<file path="config.mk">
export PLATFORM = sky130hd
export DESIGN_NAME = fadd_issue_sched
export DESIGN_NICKNAME = d
export VERILOG_FILES = /design/src/rtl/fadd_issue_sched.sv
export SDC_FILE = /design/constraint.sdc
export NUM_CORES = 1
export LEC_CHECK = 0
export BUFFER_PORTS_ARGS = -buffer_cell sky130_fd_sc_hd__buf_2
export CAP_MARGIN = 20
export CORE_UTILIZATION = 46
export DETAILED_ROUTE_END_ITERATION = 6
export HOLD_SLACK_MARGIN = 0.12
export PLACE_DENSITY_LB_ADDON = 0.1
export SYNTH_ARGS = -nofsm -noshare
export SYNTH_HDL_FRONTEND = slang
export SYNTH_SLANG_ARGS = --single-unit
</file>
<file path="constraint.sdc">
create_clock -name clk -period 3.6 [get_ports clk]
set_input_delay 0.18 -clock clk [delete_from_list [all_inputs] [get_ports clk]]
set_output_delay 0.18 -clock clk [all_outputs]
set_load 0.1 [all_outputs]
</file>
<file path="src/rtl/fadd_issue_sched.sv">
// Round-robin issue scheduler for a shared fadd_fu with result-slot reservation so the
// short CVTFI path and the long standard path never land a result in the same cycle.
module fadd_issue_sched #(
    parameter int          NREQ        = 4,
    parameter int          TAG_W       = 5,
    parameter int          STD_LAT     = 7,
    parameter int          CVT_LAT     = 1,
    parameter logic [4:0]  FUNC5_ADD   = 5'd0,
    parameter logic [4:0]  FUNC5_CVTFI = 5'd5
) (
    input  logic                      clk,
    input  logic                      rst,
    input  logic [NREQ-1:0]           req_valid,
    output logic [NREQ-1:0]           req_ready,
    input  logic [NREQ*5-1:0]         req_func5,
    input  logic [NREQ*18-1:0]        req_op1,
    input  logic [NREQ*18-1:0]        req_op2,
    input  logic [NREQ*TAG_W-1:0]     req_tag,
    output logic                      fu_valid,
    output logic [4:0]                fu_func5,
    output logic [17:0]               fu_op1,
    output logic [17:0]               fu_op2,
    output logic                      rsp_valid,
    output logic [$clog2(NREQ)-1:0]   rsp_id,
    output logic [TAG_W-1:0]          rsp_tag,
    output logic                      rsp_cvt
);

    localparam int ID_W  = $clog2(NREQ);
    localparam int NSLOT = STD_LAT + 1;

    logic [4:0]       func5_arr [NREQ];
    logic [17:0]      op1_arr   [NREQ];
    logic [17:0]      op2_arr   [NREQ];
    logic [TAG_W-1:0] tag_arr   [NREQ];
    logic [NREQ-1:0]  elig;

    logic [ID_W-1:0]  rr_reg;
    logic             fu_valid_reg;
    logic [4:0]       fu_func5_reg;
    logic [17:0]      fu_op1_reg;
    logic [17:0]      fu_op2_reg;

    // Slot k holds the op whose result appears k cycles from now; slot 0 drives rsp_*.
    logic             slot_valid_reg [NSLOT];
    logic [ID_W-1:0]  slot_id_reg    [NSLOT];
    logic             slot_cvt_reg   [NSLOT];
    logic [TAG_W-1:0] slot_tag_reg   [NSLOT];

    logic             grant_any;
    logic [ID_W-1:0]  grant_id;
    logic             grant_cvt;
    logic             cvt_slot_busy;
    int               idx;

    // A CVTFI granted now lands in slot CVT_LAT after this cycle's shift.
    assign cvt_slot_busy = slot_valid_reg[CVT_LAT+1];

    genvar gi;
    generate
        for (gi = 0; gi < NREQ; gi++) begin : g_req
            assign func5_arr[gi] = req_func5[gi*5 +: 5];
            assign op1_arr[gi]   = req_op1[gi*18 +: 18];
            assign op2_arr[gi]   = req_op2[gi*18 +: 18];
            assign tag_arr[gi]   = req_tag[gi*TAG_W +: TAG_W];
            assign elig[gi]      = req_valid[gi] &
                                   ((func5_arr[gi] != FUNC5_CVTFI) | ~cvt_slot_busy);
            assign req_ready[gi] = grant_any & (grant_id == ID_W'(gi));
        end
    endgenerate

    always_comb begin
        grant_any = 1'b0;
        grant_id  = '0;
        idx       = 0;
        for (int off = 0; off < NREQ; off++) begin
            idx = int'(rr_reg) + off;
            if (idx >= NREQ) idx = idx - NREQ;
            if (!grant_any && elig[idx]) begin
                grant_any = 1'b1;
                grant_id  = ID_W'(idx);
            end
        end
        if (rst) begin
            grant_any = 1'b0;
            grant_id  = '0;
        end
    end

    assign grant_cvt = grant_any && (func5_arr[grant_id] == FUNC5_CVTFI);

    always_ff @(posedge clk) begin
        if (rst) begin
            rr_reg       <= '0;
            fu_valid_reg <= 1'b0;
            fu_func5_reg <= FUNC5_ADD;
            fu_op1_reg   <= '0;
            fu_op2_reg   <= '0;
            for (int k = 0; k < NSLOT; k++) begin
                slot_valid_reg[k] <= 1'b0;
                slot_id_reg[k]    <= '0;
                slot_cvt_reg[k]   <= 1'b0;
                slot_tag_reg[k]   <= '0;
            end
        end else begin
            if (grant_any) begin
                rr_reg <= (grant_id == ID_W'(NREQ-1)) ? '0 : grant_id + ID_W'(1);
            end
            // Idle issue never presents CVTFI: the FU derives cvtfi_valid from func5 alone.
            fu_valid_reg <= grant_any;
            fu_func5_reg <= grant_any ? func5_arr[grant_id] : FUNC5_ADD;
            fu_op1_reg   <= grant_any ? op1_arr[grant_id] : '0;
            fu_op2_reg   <= grant_any ? op2_arr[grant_id] : '0;

            for (int k = 0; k < STD_LAT; k++) begin
                slot_valid_reg[k] <= slot_valid_reg[k+1];
                slot_id_reg[k]    <= slot_id_reg[k+1];
                slot_cvt_reg[k]   <= slot_cvt_reg[k+1];
                slot_tag_reg[k]   <= slot_tag_reg[k+1];
            end
            slot_valid_reg[STD_LAT] <= 1'b0;
            slot_id_reg[STD_LAT]    <= '0;
            slot_cvt_reg[STD_LAT]   <= 1'b0;
            slot_tag_reg[STD_LAT]   <= '0;

            if (grant_any && !grant_cvt) begin
                slot_valid_reg[STD_LAT] <= 1'b1;
                slot_id_reg[STD_LAT]    <= grant_id;
                slot_cvt_reg[STD_LAT]   <= 1'b0;
                slot_tag_reg[STD_LAT]   <= tag_arr[grant_id];
            end
            if (grant_cvt) begin
                slot_valid_reg[CVT_LAT] <= 1'b1;
                slot_id_reg[CVT_LAT]    <= grant_id;
                slot_cvt_reg[CVT_LAT]   <= 1'b1;
                slot_tag_reg[CVT_LAT]   <= tag_arr[grant_id];
            end
        end
    end

    assign fu_valid  = fu_valid_reg;
    assign fu_func5  = fu_func5_reg;
    assign fu_op1    = fu_op1_reg;
    assign fu_op2    = fu_op2_reg;
    assign rsp_valid = slot_valid_reg[0];
    assign rsp_id    = slot_id_reg[0];
    assign rsp_tag   = slot_tag_reg[0];
    assign rsp_cvt   = slot_cvt_reg[0];

endmodule

</file>
-- Word level (Yosys, flattened, before mapping)
Memories as Yosys holds them, arrays and structs flattened.
Index checks and enable logic that the tools add are counted.
- register bits: 44
- memory bits (writable): 72
- input bits: 190
- output and inout port bits: 55
- logic and storage cells: 188
- memories kept: 4
- memories (memory ; depth ; width ; read ports ; clocked after memory_dff ; wr ports ; RTL line ; RTL):
    slot_tag_reg ; 8 ; 5 ; 8 ; 0 ; 8 ; 48 ; logic [TAG_W-1:0] slot_tag_reg [NSLOT];
    slot_id_reg ; 8 ; 2 ; 8 ; 0 ; 8 ; 46 ; logic [ID_W-1:0] slot_id_reg [NSLOT];
    slot_cvt_reg ; 8 ; 1 ; 8 ; 0 ; 8 ; 47 ; logic slot_cvt_reg [NSLOT];
    slot_valid_reg ; 8 ; 1 ; 8 ; 0 ; 8 ; 45 ; logic slot_valid_reg [NSLOT];
- $add $sub $neg: 8
- magnitude comparators: 9
- equality and inequality tests: 8
- multiplexer cells: 88
- bitwise logic cells: 55
- reduce and logical (&&, ||, !) cells: 11
- operators with widths (kind ; number):
    $lt A32 B4 Y1 const B ; 4
    $mux W32 ; 4
    $bmux W18 S2 ; 2
    $mux W18 ; 4
    $mux W5 ; 14
    $or A1 B1 Y1 ; 44
    $mux W1 ; 42
    $mux W2 ; 16
    $bmux W5 S2 ; 2
    $ne A5 B3 Y1 const B ; 4
    $ge A3 B3 Y1 const B ; 4
    $sub A3 B3 Y4 const B ; 3
    $and A1 B1 Y1 ; 8
    $bmux W1 S2 ; 4
    $add A2 B2 Y3 const B ; 2
    $eq A5 B3 Y1 const B ; 1
    $logic_and A1 B1 Y1 ; 5
    $eq A2 B2 Y1 const B ; 2
    $logic_not A1 Y1 ; 4
    $sub A2 B3 Y4 const B ; 1
    $add A2 B1 Y3 const B ; 1
    $ge A2 B3 Y1 const B ; 1
    $not A2 Y3 ; 1
    $add A2 B1 Y2 const B ; 1
    other kinds (4) ; 5

-- Logic depth before layout (Yosys ltp)
- word-level depth: 29
- depth in mapped cells: 11
- gate-level depth less buffers: 9

-- Worst setup path before layout
No wires, ideal clock.
- path kind: register -> output
- start point: memory slot_valid_reg[2][0] (netlist: slot_valid_reg[0][2])
- end point: output req_ready[0]
- data arrival time: 2789 ps
- setup slack: 631 ps
- stages on the path, launching flop included: 11
- buffers on the path: 3
- cells stage by stage: dfxtp_1 > and4bb_1 > a31oi_2 > nor2_1 > and3_1 > clkbuf_1 > or2_2 > clkbuf_1 > inv_1 > clkbuf_1 > and2_1
- RTL lines (item ; RTL line ; RTL):
    from (decl) ; 45 ;
    to (decl) ; 14 ; output logic [NREQ-1:0] req_ready,

==> results.md <==
- DR vias/cell: 5.16
- Mapped Area: 4890 µm²
- Pre-antenna DRT Iters: 4
- Mux share of post-synthesis cell area: between 10% and 20%
- Largest net degree at the start of global routing: 50
- Cell Count Post-Placement: 777
- EDFF count, synth: 7
- Static Leak: 3.53 nW
- Max-slew violation count: 0
- Io pins: 245
- Ys async rst share: 0%
- Slew headroom: a little under half
- RSZ-0062 raised after global routing: no
- Global-route wire length before repair: 22900 µm
- Sequential area share after synthesis: 47.6%
- Root Driver: clkbuf_8
- Largest family of logic cells by synthesized area: multiplexers
- Fin nets: between 900 and 1000
- Worst hold path type: primary input to register
- Htree depth: 4
- Row cnt: 37
- CTS tree: yes
- Die Footprint: 11100 µm²
- Clk_skew: 9.51 ps
- Drt total wl: 14500 µm
- Worst setup margin: 219 ps
- Filler instances: 755
- Maximum clock frequency: 0.296 GHz
- Main flop type after synthesis: dfxtp_1
- Synth Area in XOR/XNOR: 0%
- Post-DP HPWL: slightly above 10000 µm
- Clock Latency Late Sink: between 500 and 600 ps
- Clock slew at reported path FFs: 60 ps
- Setup Crit Path Kind: register to register
- FF-to-FF setup slack: 220 ps
- Area post-placement: 6200 µm²
- Vias in the first global route: 4733
- Worst Path Required: 4000 ps
- Slew of the pin with the lowest slew margin: between 700 and 800 ps
- Status: finished clean
- Clk buf depth: 2
- Commonest non-fill, non-tap cell in the layout: buf_2
- Maxcap violations: 0
- Max VDD drop: 0.293 mV
- Hold Vio Cnt, Final: 0
- Finished Cell Area: 7650 µm²
- Clock sinks: approximately 110
- Antenna cells: 0
- Die W: 105 µm
- Core area: ~10000 µm²
- Setup crit start kind: register
- Total of warnings raised by yosys: 0
- Remaining DRCs: 0
- Max FFs per register: 40
- Post-DRT Antenna Nets: 0
- Final setup TNS: 0 ps
- CP Capture Type: register
- Final std cells w/o fill: 894
- Total gr overflow: 0
- Num CTS Buffers: 17
- GPL Wtd Cong: 0.894
- Critical Path AT: 3780 ps
- Initial Utilization: between 40% and 50%
- Simple-gate share of the synthesized area: a little under a fifth
- Synth Instances: between 400 and 500
- Period minus WS final: 3380 ps
- Critical path peak fanout: 30
- #FFs+latches synth: 113
- Vias: 4611
- Crit share post-route: 93.9%
- GRT Overall Usage: 27.4%
- Initial antenna violation count: 0
- Die Span Y: 105 µm
- Syn_area_per_cell: ~12 µm²
- Routed WL per cell: 16.3 µm
- Compound-Gate Fraction of Synth Area: a little under 10%
- Post-CTS Setup Repair Bufs: 0
- Pwr per Cell Area: 538 nW/µm²
- Starting DRT DRC Count: 144
- Post-synthesis adder-cell area fraction: 1.02%
- Port bufs: 244
- Worst slack, placed: 361 ps
- Distinct cells, synth: 51
- Share of cells above drive strength 1: 43.8%
- Area growth from synthesis to layout: 56.3%
- Final setup vio count: 0
- Most frequent cells in the layout: 243 x buf_2, 106 x dfxtp_1, 85 x dlygate4sd3_1, 58 x nor2b_1, 40 x and2_1
layout make-up:
type | instances | area, µm² | area share, %
sequential | 113 | 2330 | 30.5
clock buffer | 25 | 505 | 6.61
tap | 136 | 170 | 2.22
inverter | 12 | 45.0 | 0.589
clock inverter | 7 | 72.6 | 0.949
multi-input combinational | 263 | 2370 | 30.9
timing repair buffer | 338 | 2160 | 28.2
path summary, 6_finish.rpt:
path                                                    from                               end  depth (start not counted)
worst max register to register  slot_valid_reg[0][2]$_DFF_P_              fu_op2[3]$_SDFF_PP0_                         10
worst max-delay path            slot_valid_reg[0][2]$_DFF_P_              fu_op2[3]$_SDFF_PP0_                         10
worst min register to register   slot_tag_reg[0][19]$_DFF_P_       slot_tag_reg[0][14]$_DFF_P_                          1
worst min-delay path                              req_tag[1]  slot_tag_reg[0][36]$_SDFFE_PP0P_                          3
stage by stage:
stage          total power [mW]  utilization (%)  hold WS, ps
3_3_place_gp               2.41             60.0          418
4_1_cts                    4.13             73.8          121
5_1_grt                    4.27             74.1          130
2_1_floorplan              2.17                -          357
3_5_place_dp               2.42             60.0          422
6_report                   4.12             74.1          136
cell families (layout without fill, tap and decap cells):
| logic type | Yosys count | in the layout |
|---|---|---|
| compound gates | 59 | 59 |
| fa+ha+maj | 4 | 4 |
| buf+inv | 49 | 382 |
| simple gates | 146 | 146 |
| flops | 113 | 113 |
| other cells | 2 | 8 |
| mux | 46 | 46 |
where the power goes:
group | total, mW | switching (mW) | internal [mW]
Clock | 1.58 | 0.552 | 1.03
Combinational | 1.16 | 0.723 | 0.435
Sequential | 1.38 | 0.0245 | 1.35
Total | 4.12 | 1.30 | 2.82
synthesized netlist by cell type, drive strengths merged, types with 3 or more instances:
master / instances / share of area, %
edfxtp: 7 / 4.3
nand3: 6 / 0.61
or4: 5 / 0.77
o21ai: 14 / 1.4
nor2: 8 / 0.61
inv: 12 / 0.92
o221ai: 4 / 0.84
buf: 19 / 2.2
mux2i: 8 / 1.6
a221o: 8 / 1.6
a221oi: 10 / 2.0
and2: 40 / 5.1
dfxtp: 106 / 43
mux4: 36 / 17
ha: 4 / 1.0
nand2: 6 / 0.46
a21oi: 8 / 0.82
nor2b: 58 / 7.4
nor3: 3 / 0.31
clkbuf: 18 / 1.4
and3: 9 / 1.2
worst max-delay path: stages, from the launching register on:
cell and delay (ps):
dfxtp_1 400, and4bb_1 230, a31oi_2 170, o221ai_1 280
a221oi_2 130, inv_2 130, buf_6 300, buf_8 310
mux4_2 550, dlygate4sd3_1 580, and2_1 160
metal layers:
layer	up-vias	routed length, µm	GRT usage [%]
li1	2160	-	-
met3	41	969	8.23
met5	-	0	0
met2	229	7370	48.9
met4	0	501	13.2
met1	2181	5710	29.6
what timing repair did:
| action | CTS | global route |
|---|---|---|
| hold buffers | 84 | 1 |
| pin swaps | 0 | 0 |
| setup endpoints to repair | 1 | 25 |
| cloned | 0 | 0 |
| gates resized for setup | 1 | 6 |
| hold endpoints to repair | 59 | 1 |
Power figures use the tool's default switching activity.
